<file path="src/rtl/render_pkg.sv">
// Shared types and constants for the sprite compositor: colours, the per-sprite
// register set and an elaboration-time ceil(log2) helper.
package render_pkg;

    localparam logic [23:0] BLACK = 24'h000000;
    localparam logic [23:0] WHITE = 24'hFFFFFF;
    localparam logic [23:0] RED   = 24'h0000FF;

    typedef struct packed {
        logic [9:0] x;
        logic [9:0] y;
        logic       vis;
        logic       flip;
    } spr_reg_t;

    // Never returns less than 1 so a single-entry ROM still gets a real port.
    function automatic int clog2(input int value);
        int result;
        int v;
        result = 0;
        v      = value - 1;
        while (v > 0) begin
            result = result + 1;
            v      = v >> 1;
        end
        return (result < 1) ? 1 : result;
    endfunction

endpackage

</file>
<file path="src/rtl/sprite_regfile.sv">
// Double-buffered sprite registers: writes land in the shadow set, frame_start
// commits every shadow set to the active set at once.
module sprite_regfile
    import render_pkg::*;
#(
    parameter int NUM_SPR = 4
) (
    input  logic                   clk,
    input  logic                   rst_n,
    input  logic                   wr_en,
    input  logic [2:0]             wr_idx,
    input  logic [9:0]             wr_x,
    input  logic [9:0]             wr_y,
    input  logic                   wr_vis,
    input  logic                   wr_flip,
    input  logic                   commit,
    output spr_reg_t [NUM_SPR-1:0] active
);

    spr_reg_t [NUM_SPR-1:0] shadow;
    spr_reg_t [NUM_SPR-1:0] shadow_nxt;

    // Indices at or above NUM_SPR match no entry, so such writes fall away.
    always_comb begin
        shadow_nxt = shadow;
        if (wr_en) begin
            for (int i = 0; i < NUM_SPR; i++) begin
                if (int'(wr_idx) == i) begin
                    shadow_nxt[i].x    = wr_x;
                    shadow_nxt[i].y    = wr_y;
                    shadow_nxt[i].vis  = wr_vis;
                    shadow_nxt[i].flip = wr_flip;
                end
            end
        end
    end

    // Committing shadow_nxt lets a write in the frame_start cycle take effect.
    always_ff @(posedge clk or negedge rst_n) begin
        if (!rst_n) begin
            shadow <= '0;
            active <= '0;
        end else begin
            shadow <= shadow_nxt;
            if (commit) begin
                active <= shadow_nxt;
            end
        end
    end

endmodule

</file>
<file path="src/rtl/sprite_compositor.sv">
// Sprite compositor: hit/priority and ROM address in stage 1, flags delayed to
// meet ROM data, then border / sprite / background colour selection.
module sprite_compositor
    import render_pkg::*;
#(
    parameter int          NUM_SPR  = 4,
    parameter int          SPR_W    = 75,
    parameter int          SPR_H    = 137,
    parameter int          SCREEN_W = 800,
    parameter int          BORDER   = 40,
    parameter int          ROM_LAT  = 1,
    parameter logic [23:0] KEY      = 24'hFF00FF,
    localparam int         ADDR_W   = clog2(NUM_SPR * SPR_W * SPR_H)
) (
    input  logic              clk,
    input  logic              rst_n,
    input  logic [9:0]        pix_x,
    input  logic [9:0]        pix_y,
    input  logic              pix_valid,
    input  logic              frame_start,
    input  logic              pos_wr_en,
    input  logic [2:0]        pos_wr_idx,
    input  logic [9:0]        pos_wr_x,
    input  logic [9:0]        pos_wr_y,
    input  logic              pos_wr_vis,
    input  logic              pos_wr_flip,
    output logic [ADDR_W-1:0] rom_addr,
    input  logic [23:0]       rom_q,
    output logic [23:0]       vga_data,
    output logic              out_valid
);

    spr_reg_t [NUM_SPR-1:0] active;

    sprite_regfile #(
        .NUM_SPR (NUM_SPR)
    ) u_regfile (
        .clk     (clk),
        .rst_n   (rst_n),
        .wr_en   (pos_wr_en),
        .wr_idx  (pos_wr_idx),
        .wr_x    (pos_wr_x),
        .wr_y    (pos_wr_y),
        .wr_vis  (pos_wr_vis),
        .wr_flip (pos_wr_flip),
        .commit  (frame_start),
        .active  (active)
    );

    // 11-bit bounds so a sprite hanging past 1023 cannot wrap back to the left.
    logic [NUM_SPR-1:0] hit_vec;
    always_comb begin
        hit_vec = '0;
        for (int s = 0; s < NUM_SPR; s++) begin
            hit_vec[s] = active[s].vis
                && ({1'b0, pix_x} >= {1'b0, active[s].x})
                && ({1'b0, pix_x} <  ({1'b0, active[s].x} + 11'(SPR_W)))
                && ({1'b0, pix_y} >= {1'b0, active[s].y})
                && ({1'b0, pix_y} <  ({1'b0, active[s].y} + 11'(SPR_H)));
        end
    end

    logic       hit;
    logic [2:0] win_idx;
    spr_reg_t   win;
    always_comb begin
        hit     = 1'b0;
        win_idx = '0;
        win     = '0;
        for (int s = NUM_SPR - 1; s >= 0; s--) begin
            if (hit_vec[s]) begin
                hit     = 1'b1;
                win_idx = 3'(s);
                win     = active[s];
            end
        end
    end

    logic [9:0]  col;
    logic [9:0]  dy;
    logic [9:0]  row;
    logic [31:0] addr_full;
    always_comb begin
        col       = pix_x - win.x;
        dy        = pix_y - win.y;
        row       = win.flip ? (10'(SPR_H - 1) - dy) : dy;
        addr_full = 32'(win_idx) * 32'(SPR_W * SPR_H)
                  + 32'(row) * 32'(SPR_W)
                  + 32'(col);
    end

    logic fetch;
    logic border;
    assign fetch  = pix_valid & hit;
    assign border = (32'(pix_x) < 32'(BORDER)) || (32'(pix_x) >= 32'(SCREEN_W - BORDER));

    // Bit 0 is the stage-1 copy; bit ROM_LAT lines up with rom_q.
    logic [ROM_LAT:0] dly_valid;
    logic [ROM_LAT:0] dly_hit;
    logic [ROM_LAT:0] dly_border;

    always_ff @(posedge clk or negedge rst_n) begin
        if (!rst_n) begin
            rom_addr   <= '0;
            dly_valid  <= '0;
            dly_hit    <= '0;
            dly_border <= '0;
        end else begin
            rom_addr   <= fetch ? ADDR_W'(addr_full) : '0;
            dly_valid  <= {dly_valid[ROM_LAT-1:0], pix_valid};
            dly_hit    <= {dly_hit[ROM_LAT-1:0], fetch};
            dly_border <= {dly_border[ROM_LAT-1:0], border};
        end
    end

    always_ff @(posedge clk or negedge rst_n) begin
        if (!rst_n) begin
            vga_data  <= BLACK;
            out_valid <= 1'b0;
        end else begin
            out_valid <= dly_valid[ROM_LAT];
            if (!dly_valid[ROM_LAT]) begin
                vga_data <= BLACK;
            end else if (dly_border[ROM_LAT]) begin
                vga_data <= RED;
            end else if (dly_hit[ROM_LAT] && (rom_q != KEY)) begin
                vga_data <= rom_q;
            end else begin
                vga_data <= WHITE;
            end
        end
    end

endmodule

</file>
<file path="config.mk">
export PLATFORM = sky130hd
export DESIGN_NAME = sprite_compositor
export DESIGN_NICKNAME = d
export VERILOG_FILES = /design/src/rtl/render_pkg.sv /design/src/rtl/sprite_regfile.sv /design/src/rtl/sprite_compositor.sv
export SDC_FILE = /design/constraint.sdc
export NUM_CORES = 1
export LEC_CHECK = 0
export CAP_MARGIN = 20
export CORE_MARGIN = 1
export CORE_UTILIZATION = 60
export CTS_CLUSTER_DIAMETER = 50
export DETAILED_ROUTE_END_ITERATION = 12
export PLACE_DENSITY = 0.81
export SKIP_LAST_GASP = 1
export SLEW_MARGIN = 20
export SYNTH_ARGS = -nofsm -noshare
export SYNTH_HDL_FRONTEND = slang
export SYNTH_SLANG_ARGS = --single-unit
</file>
<file path="constraint.sdc">
create_clock -name clk -period 10.1 [get_ports clk]
set_clock_uncertainty 0.15 [all_clocks]
set_input_delay 2.02 -clock clk [delete_from_list [all_inputs] [get_ports clk]]
set_output_delay 2.02 -clock clk [all_outputs]
set_load 0.01 [all_outputs]
</file>
== Word level (Yosys, flattened, before mapping) ==
Index checks and enable logic that the tools add are counted.

* $add $sub $neg: 13
* Multipliers: 2
* Divide/modulo/power cells: 0
* $lt $le $gt $ge: 18
* Equality and inequality tests: 4
* Shift-type cells: 0
* Mux-type cells: 22
* Bitwise operators: 1
* Reductions and logical operators: 19

{| class="wikitable"
|+ Operators by type and width
! cell !! count
|-
| 22-bit 2-to-1 mux || 8
|-
| 10-bit by 11-bit less-than comparator with 1-bit output || 8
|-
| 88-bit 2-to-1 mux || 1
|-
| 10-bit >= comparator || 8
|-
| 24-bit 2-to-1 mux || 3
|-
| 10-bit by 7-bit adder with 11-bit output (second input constant) || 4
|-
| 10-bit by 8-bit adder with 11-bit output (second input constant) || 4
|-
| 24-bit inequality test (second input constant) || 1
|-
| 10-bit subtractor || 2
|-
| 1-bit logical AND || 17
|-
| 16-bit by 10-bit adder with 16-bit output || 1
|-
| 16-bit adder || 1
|-
| 10-bit by 7-bit multiplier with 16-bit output (second input constant) || 1
|-
| 3-bit by 14-bit multiplier with 16-bit output (second input constant) || 1
|-
| 16-bit 2-to-1 mux || 1
|-
| 10-bit >= comparator (second input constant) || 1
|-
| 10-bit by 6-bit less-than comparator with 1-bit output (second input constant) || 1
|-
| 10-bit 2-to-1 mux || 1
|-
| 8-bit by 10-bit subtractor with 10-bit output (first input constant) || 1
|-
| 3-bit 2-to-1 mux || 3
|-
| 3-bit equality test (second input constant) || 2
|-
| 1-bit 2-to-1 mux || 4
|-
| 3-bit by 2-bit equality test with 1-bit output (second input constant) || 1
|-
| 3-bit logical NOT || 1
|-
| other kinds (3) || 3
|}

* Bits in registers: 223
* Latch bits: 0
* Memory bits (writable): 0
* Memory bits (read-only): 0
* Output and inout port bits: 41
* Memories kept: 0

== Longest topological paths before layout ==
* Depth after elaboration: 16
* Gate-level depth with buffers: 46
* Depth with buffers taken out: 45

== By module ==
A second synthesis with hierarchy kept.

* Cell total of the unflattened synthesis: 1513
* Area, all modules: 16403.2 um^2

{| class="wikitable"
|+ Modules (own cells, without submodules)
! module !! times used !! cells an instance !! area an instance (um^2)
|-
| sprite_compositor || 1 || 1139 || 9661.8
|-
| sprite_regfile || 1 || 374 || 6741.5
|}

== Worst setup path after synthesis ==
OpenSTA, ideal clock, no wires.

* Path type: input to register
* From: input port pix_x[0]
* To: register rom_addr[15]
* Setup time: 0.134 ns
* Data arrival time: 10.024 ns
* Data required time: 9.816 ns
* Setup slack: -0.208 ns
* Cell stages on the path: 38
* Buffers on the path: 2
* Cell sequence: inv_1 > ha_1 > nand2_1 > a31oi_1 > o21ai_0 > o221ai_1 > nor4_1 > and2_1 > clkbuf_1 > clkbuf_1 > a22oi_1 > a211oi_1 > a21oi_1 > ha_1 > nor2b_1 > o31a_1 > o21a_1 > o32ai_2 > (+2 left out) > a222oi_1 > nor3_1 > ha_1 > ha_1 > fa_1 > inv_1 > fa_1 > fa_1 > inv_1 > ha_1 > nand3_1 > nand2_1 > a41oi_1 > a21oi_1 > mux2i_1 > nand3_1 > nand2_1 > mux2i_1

* Cells in the longest elaborated chain, start to end: 16
* Elaborated cells on any way between the ends: 46
* Classes of those cells: 5 x add/sub; 2 x mul; 8 x order compare; 14 x mux; 1 x bitwise; 16 x reduce/logical

{| class="wikitable"
|+ Ends and longest elaborated chain
! item !! RTL line !! text
|-
| from (decl) || sprite_compositor.sv:17 || <nowiki>input logic [9:0] pix_x,</nowiki>
|-
| 10-bit >= comparator || sprite_compositor.sv:56 || <nowiki>&& ({1'b0, pix_x} >= {1'b0, active[s].x})</nowiki>
|-
| 1-bit logical AND || sprite_compositor.sv:56 ||
|-
| 1-bit logical AND || sprite_compositor.sv:57 || <nowiki>&& ({1'b0, pix_x} < ({1'b0, active[s].x} + 11'(SPR_W)))</nowiki>
|-
| 1-bit logical AND || sprite_compositor.sv:58 || <nowiki>&& ({1'b0, pix_y} >= {1'b0, active[s].y})</nowiki>
|-
| 1-bit logical AND || sprite_compositor.sv:59 || <nowiki>&& ({1'b0, pix_y} < ({1'b0, active[s].y} + 11'(SPR_H)));</nowiki>
|-
| 22-bit 2-to-1 mux (4 in a row) || sprite_compositor.sv:71 || <nowiki>if (hit_vec[s]) begin</nowiki>
|-
| 10-bit subtractor || sprite_compositor.sv:85 || <nowiki>dy = pix_y - win.y;</nowiki>
|-
| 8-bit by 10-bit subtractor with 10-bit output || sprite_compositor.sv:86 || <nowiki>row = win.flip ? (10'(SPR_H - 1) - dy) : dy;</nowiki>
|-
| 10-bit 2-to-1 mux || sprite_compositor.sv:86 ||
|-
| 10-bit by 7-bit multiplier with 16-bit output || sprite_compositor.sv:88 || <nowiki>+ 32'(row) * 32'(SPR_W)</nowiki>
|-
| 16-bit adder || sprite_compositor.sv:88 ||
|-
| 16-bit by 10-bit adder with 16-bit output || sprite_compositor.sv:89 || <nowiki>+ 32'(col);</nowiki>
|-
| 16-bit 2-to-1 mux (*) || sprite_compositor.sv:109 || <nowiki>rom_addr <= fetch ? ADDR_W'(addr_full) : '0;</nowiki>
|-
| to (signal assigned) || sprite_compositor.sv:109 ||
|-
| to (decl) || sprite_compositor.sv:27 || <nowiki>output logic [ADDR_W-1:0] rom_addr,</nowiki>
|}

Every way passes the cells marked *; elsewhere a longest branch is shown, timed or not.
A chain may end at the register's enable or synchronous reset.

== Final worst setup path ==
Same ends and word-level chain as after synthesis.

==> summary.txt <==
GR Overflow Total -> 0
Syn nets -> 2006
Status -> complete, but fails checks
Slew headroom -> 31.5%
Buffers and inverters on the worst path -> 10
CP Launch Type -> primary input
Cts hold-fix bufs -> 0
Commonest non-fill, non-tap cell in the layout -> ha_1
Failing checks -> design-rule violations
Antenna Nets Post-Route -> 0
First-pass GRT wire length -> 71.0 mm
CP max-delay cell -> fa_1
Critical Path Fanout Max -> 4
Tightest Pin Transition -> 1.03 ns
Setup-failing EPs final -> 0
Largest net degree at the start of global routing -> 91
DRC -> 14
Sequential cell area fraction in the yosys report -> 34.3%
Post-synth top flop -> dfrtp_1
Post-synth EDFFs -> 0
Buffers on Ports -> 114
Mux cell area share after synthesis -> 6.84%
CTS sink cnt -> 223
Unique masters post-synth -> 78
Main combinational cell family by area after synthesis -> adder cells
Vias -> 13654
RSZ-0062 raised after global routing -> true
Critical Path RT -> 10.39 ns
Flop and latch count out of synthesis -> 223
F_max -> 99.4 MHz
Max-slew violations -> 0
Max Cap Viol -> 0
Hold Path Class -> reg -> reg
Die height -> 167 um
Layout Nets -> 2263
FP Rows -> 59
Mapped Area -> 0.0163 sq mm
Top delay family on crit path -> adder cells
Ant diodes -> 0
Synth-to-layout area growth -> 25.0%
H-tree levels -> 1
Part of the cycle the worst path needs -> 99.6%
Critical path class -> in -> reg
Initial Utilization -> 61.7%
Layout cells sized above 1 -> 20.9%
Die area -> 0.0278 sq mm
Die X-Extent -> 167 um
Critical Path Max Stage Delay -> 0.56 ns
1st-iter DRT viols -> 1085
CTS Root Cell -> clkbuf_16
Via density -> 6.02
Post-synthesis async set-or-reset flop share -> 100%
Worst path arrival time -> 10.36 ns
Yosys warnings -> 0
Most frequent cells in the layout -> ha_1 (236), dfrtp_1 (223), inv_1 (157), buf_4 (152), o21ai_0 (133)
Filler cells -> 1701
Crit. End Element -> flop
Worst setup margin -> 0.0375 ns
Detail Placement HPWL -> 32.6 mm
Synth Area in Simple Gates -> 9.91%
Xor/xnor cell area share of the yosys netlist -> 5.33%
Final Routed Wirelength -> 44.0 mm
Final hold viol count -> 0
Avg Inst Size Synth -> 9.83 sq um
Vias in the first global route -> 14055
Antenna violations before repair -> 0
Adder-cell share of the synthesized area -> 22.8%
Routed len/inst -> 19.4 um
Final critical-path required period -> 10.06 ns
RePlAce Congestion -> 0.921
Compound-gate portion of the synthesized area -> 15.9%
All-Layer GR Usage -> 32.0%
Cells after synthesis -> 1654
Clk slew on worst S/H paths -> 0.06 ns
Clk Latency, worst-skew pair -> 0.57 ns
CTS tree -> done
Pre-CTS WS -> -0.928 ns
Drt pass-1 iters -> 10
CP dominant cell by count -> buf_4
Clk buf depth -> 3
# IOs -> 115
Cts bufs inserted -> 29
Core area -> 0.0264 sq mm
==> layer usage <==
layer | GRT usage, % | vias up | share of wire [%]
met5 | 0 | - | 0
met4 | 12.2 | 0 | 4.0
met3 | 4.54 | 121 | 6.4
met2 | 52.8 | 489 | 47
met1 | 42.7 | 6693 | 43
li1 | - | 6351 | -
==> cell usage after synthesis, types with 7 or more instances <==
master	number	share of area, %
a211oi_1	22	1.0
clkbuf_1	39	0.90
mux2_2	97	6.7
nor2_1	80	1.8
ha_1	247	19
a22oi_1	16	0.74
dfrtp_1	223	34
nor3_1	36	1.1
nand3_1	21	0.65
inv_1	164	3.8
nand2_1	130	3.0
o21a_1	35	1.6
nor2b_1	15	0.58
xnor2_1	79	4.3
o211ai_1	13	0.60
fa_1	31	3.8
nand2b_1	9	0.35
xor2_1	20	1.1
o21ai_0	142	4.4
o21bai_1	7	0.32
and2_1	7	0.27
a21o_1	13	0.60
nand4_1	10	0.38
a21oi_1	78	2.4
==> worst reg2reg max path: cells and delay by family, from the launching register on <==
kind,cells,cell delay [ns]
adder cells (fa/ha/maj),6,2.50
flip-flops,1,0.47
AO/OA/AOI/OAI,15,2.68
XOR/XNOR,3,0.49
AND/OR/NAND/NOR,11,1.55
multiplexers,3,0.62
buffers and inverters,10,1.04
==> state kept, by name, summed over array words and instances, names as in the netlist <==
name and count:
u_regfile.shadow 88, rom_addr 16, dly_hit 2, vga_data 24, dly_border 2, u_regfile.active 88
out_valid 1, dly_valid 2
==> area by class of cell <==
class / count / area, sq um / share of cell area (%)
multi-input cells: 1219 / 10300 / 50.7
flip-flops and latches: 223 / 5580 / 27.4
repair buffers: 271 / 2370 / 11.6
clock buffers: 36 / 782 / 3.85
inverters: 167 / 629 / 3.10
well taps: 335 / 419 / 2.06
clock inverters: 18 / 245 / 1.21
==> what timing repair did <==
| action | CTS | global route |
|---|---|---|
| pin swaps | 10 | 42 |
| buffers inserted | 4 | 8 |
| gates resized for setup | 17 | 83 |
| endpoints found under the setup margin | 5 | 7 |
==> logic make-up (layout without fill, tap and decap cells) <==
kind of cell,count (synthesis),in the layout
adders and majority gates,278,278
AOI/OAI and AO/OA,400,400
xor gates and xnor gates,99,99
and+or+nand+nor,343,343
DFF,223,223
muxes,99,99
buffers and inverters,212,492
==> worst paths after layout <==
| kind | depth (start not counted) | slack [ns] | start | end |
|---|---|---|---|---|
| max in group asynchronous | 2 | 7.01 | rst_n | u_regfile.shadow[6] |
| hold / removal | 0 | 0.21 | dly_valid[0] | dly_valid[1] |
| hold reg to reg | 0 | 0.21 | dly_valid[0] | dly_valid[1] |
| min in group asynchronous | 1 | 1.27 | rst_n | rom_addr[15] |
| setup reg to reg | 48 | 0.45 | u_regfile.active[70] | rom_addr[15] |
| setup / recovery | 43 | 0.04 | pix_x[0] | rom_addr[15] |
==> stage by stage <==
step	cell area, sq um	util (%)	instances	setup TNS (ns)	hold slack [ns]
global placement	18800	71.3	2203	-2.70	0.184
finish	20300	77.2	2269	0	0.205
CTS	19900	75.6	2261	0	0.211
global route	20300	77.2	2269	-0.563	0.209
detailed placement	18800	71.3	2203	-5.16	0.205
floorplan	16300	-	1654	0	0.181
Power is not shown: default switching activity piles up to over one toggle a cycle in this logic, so the estimate is an artifact.
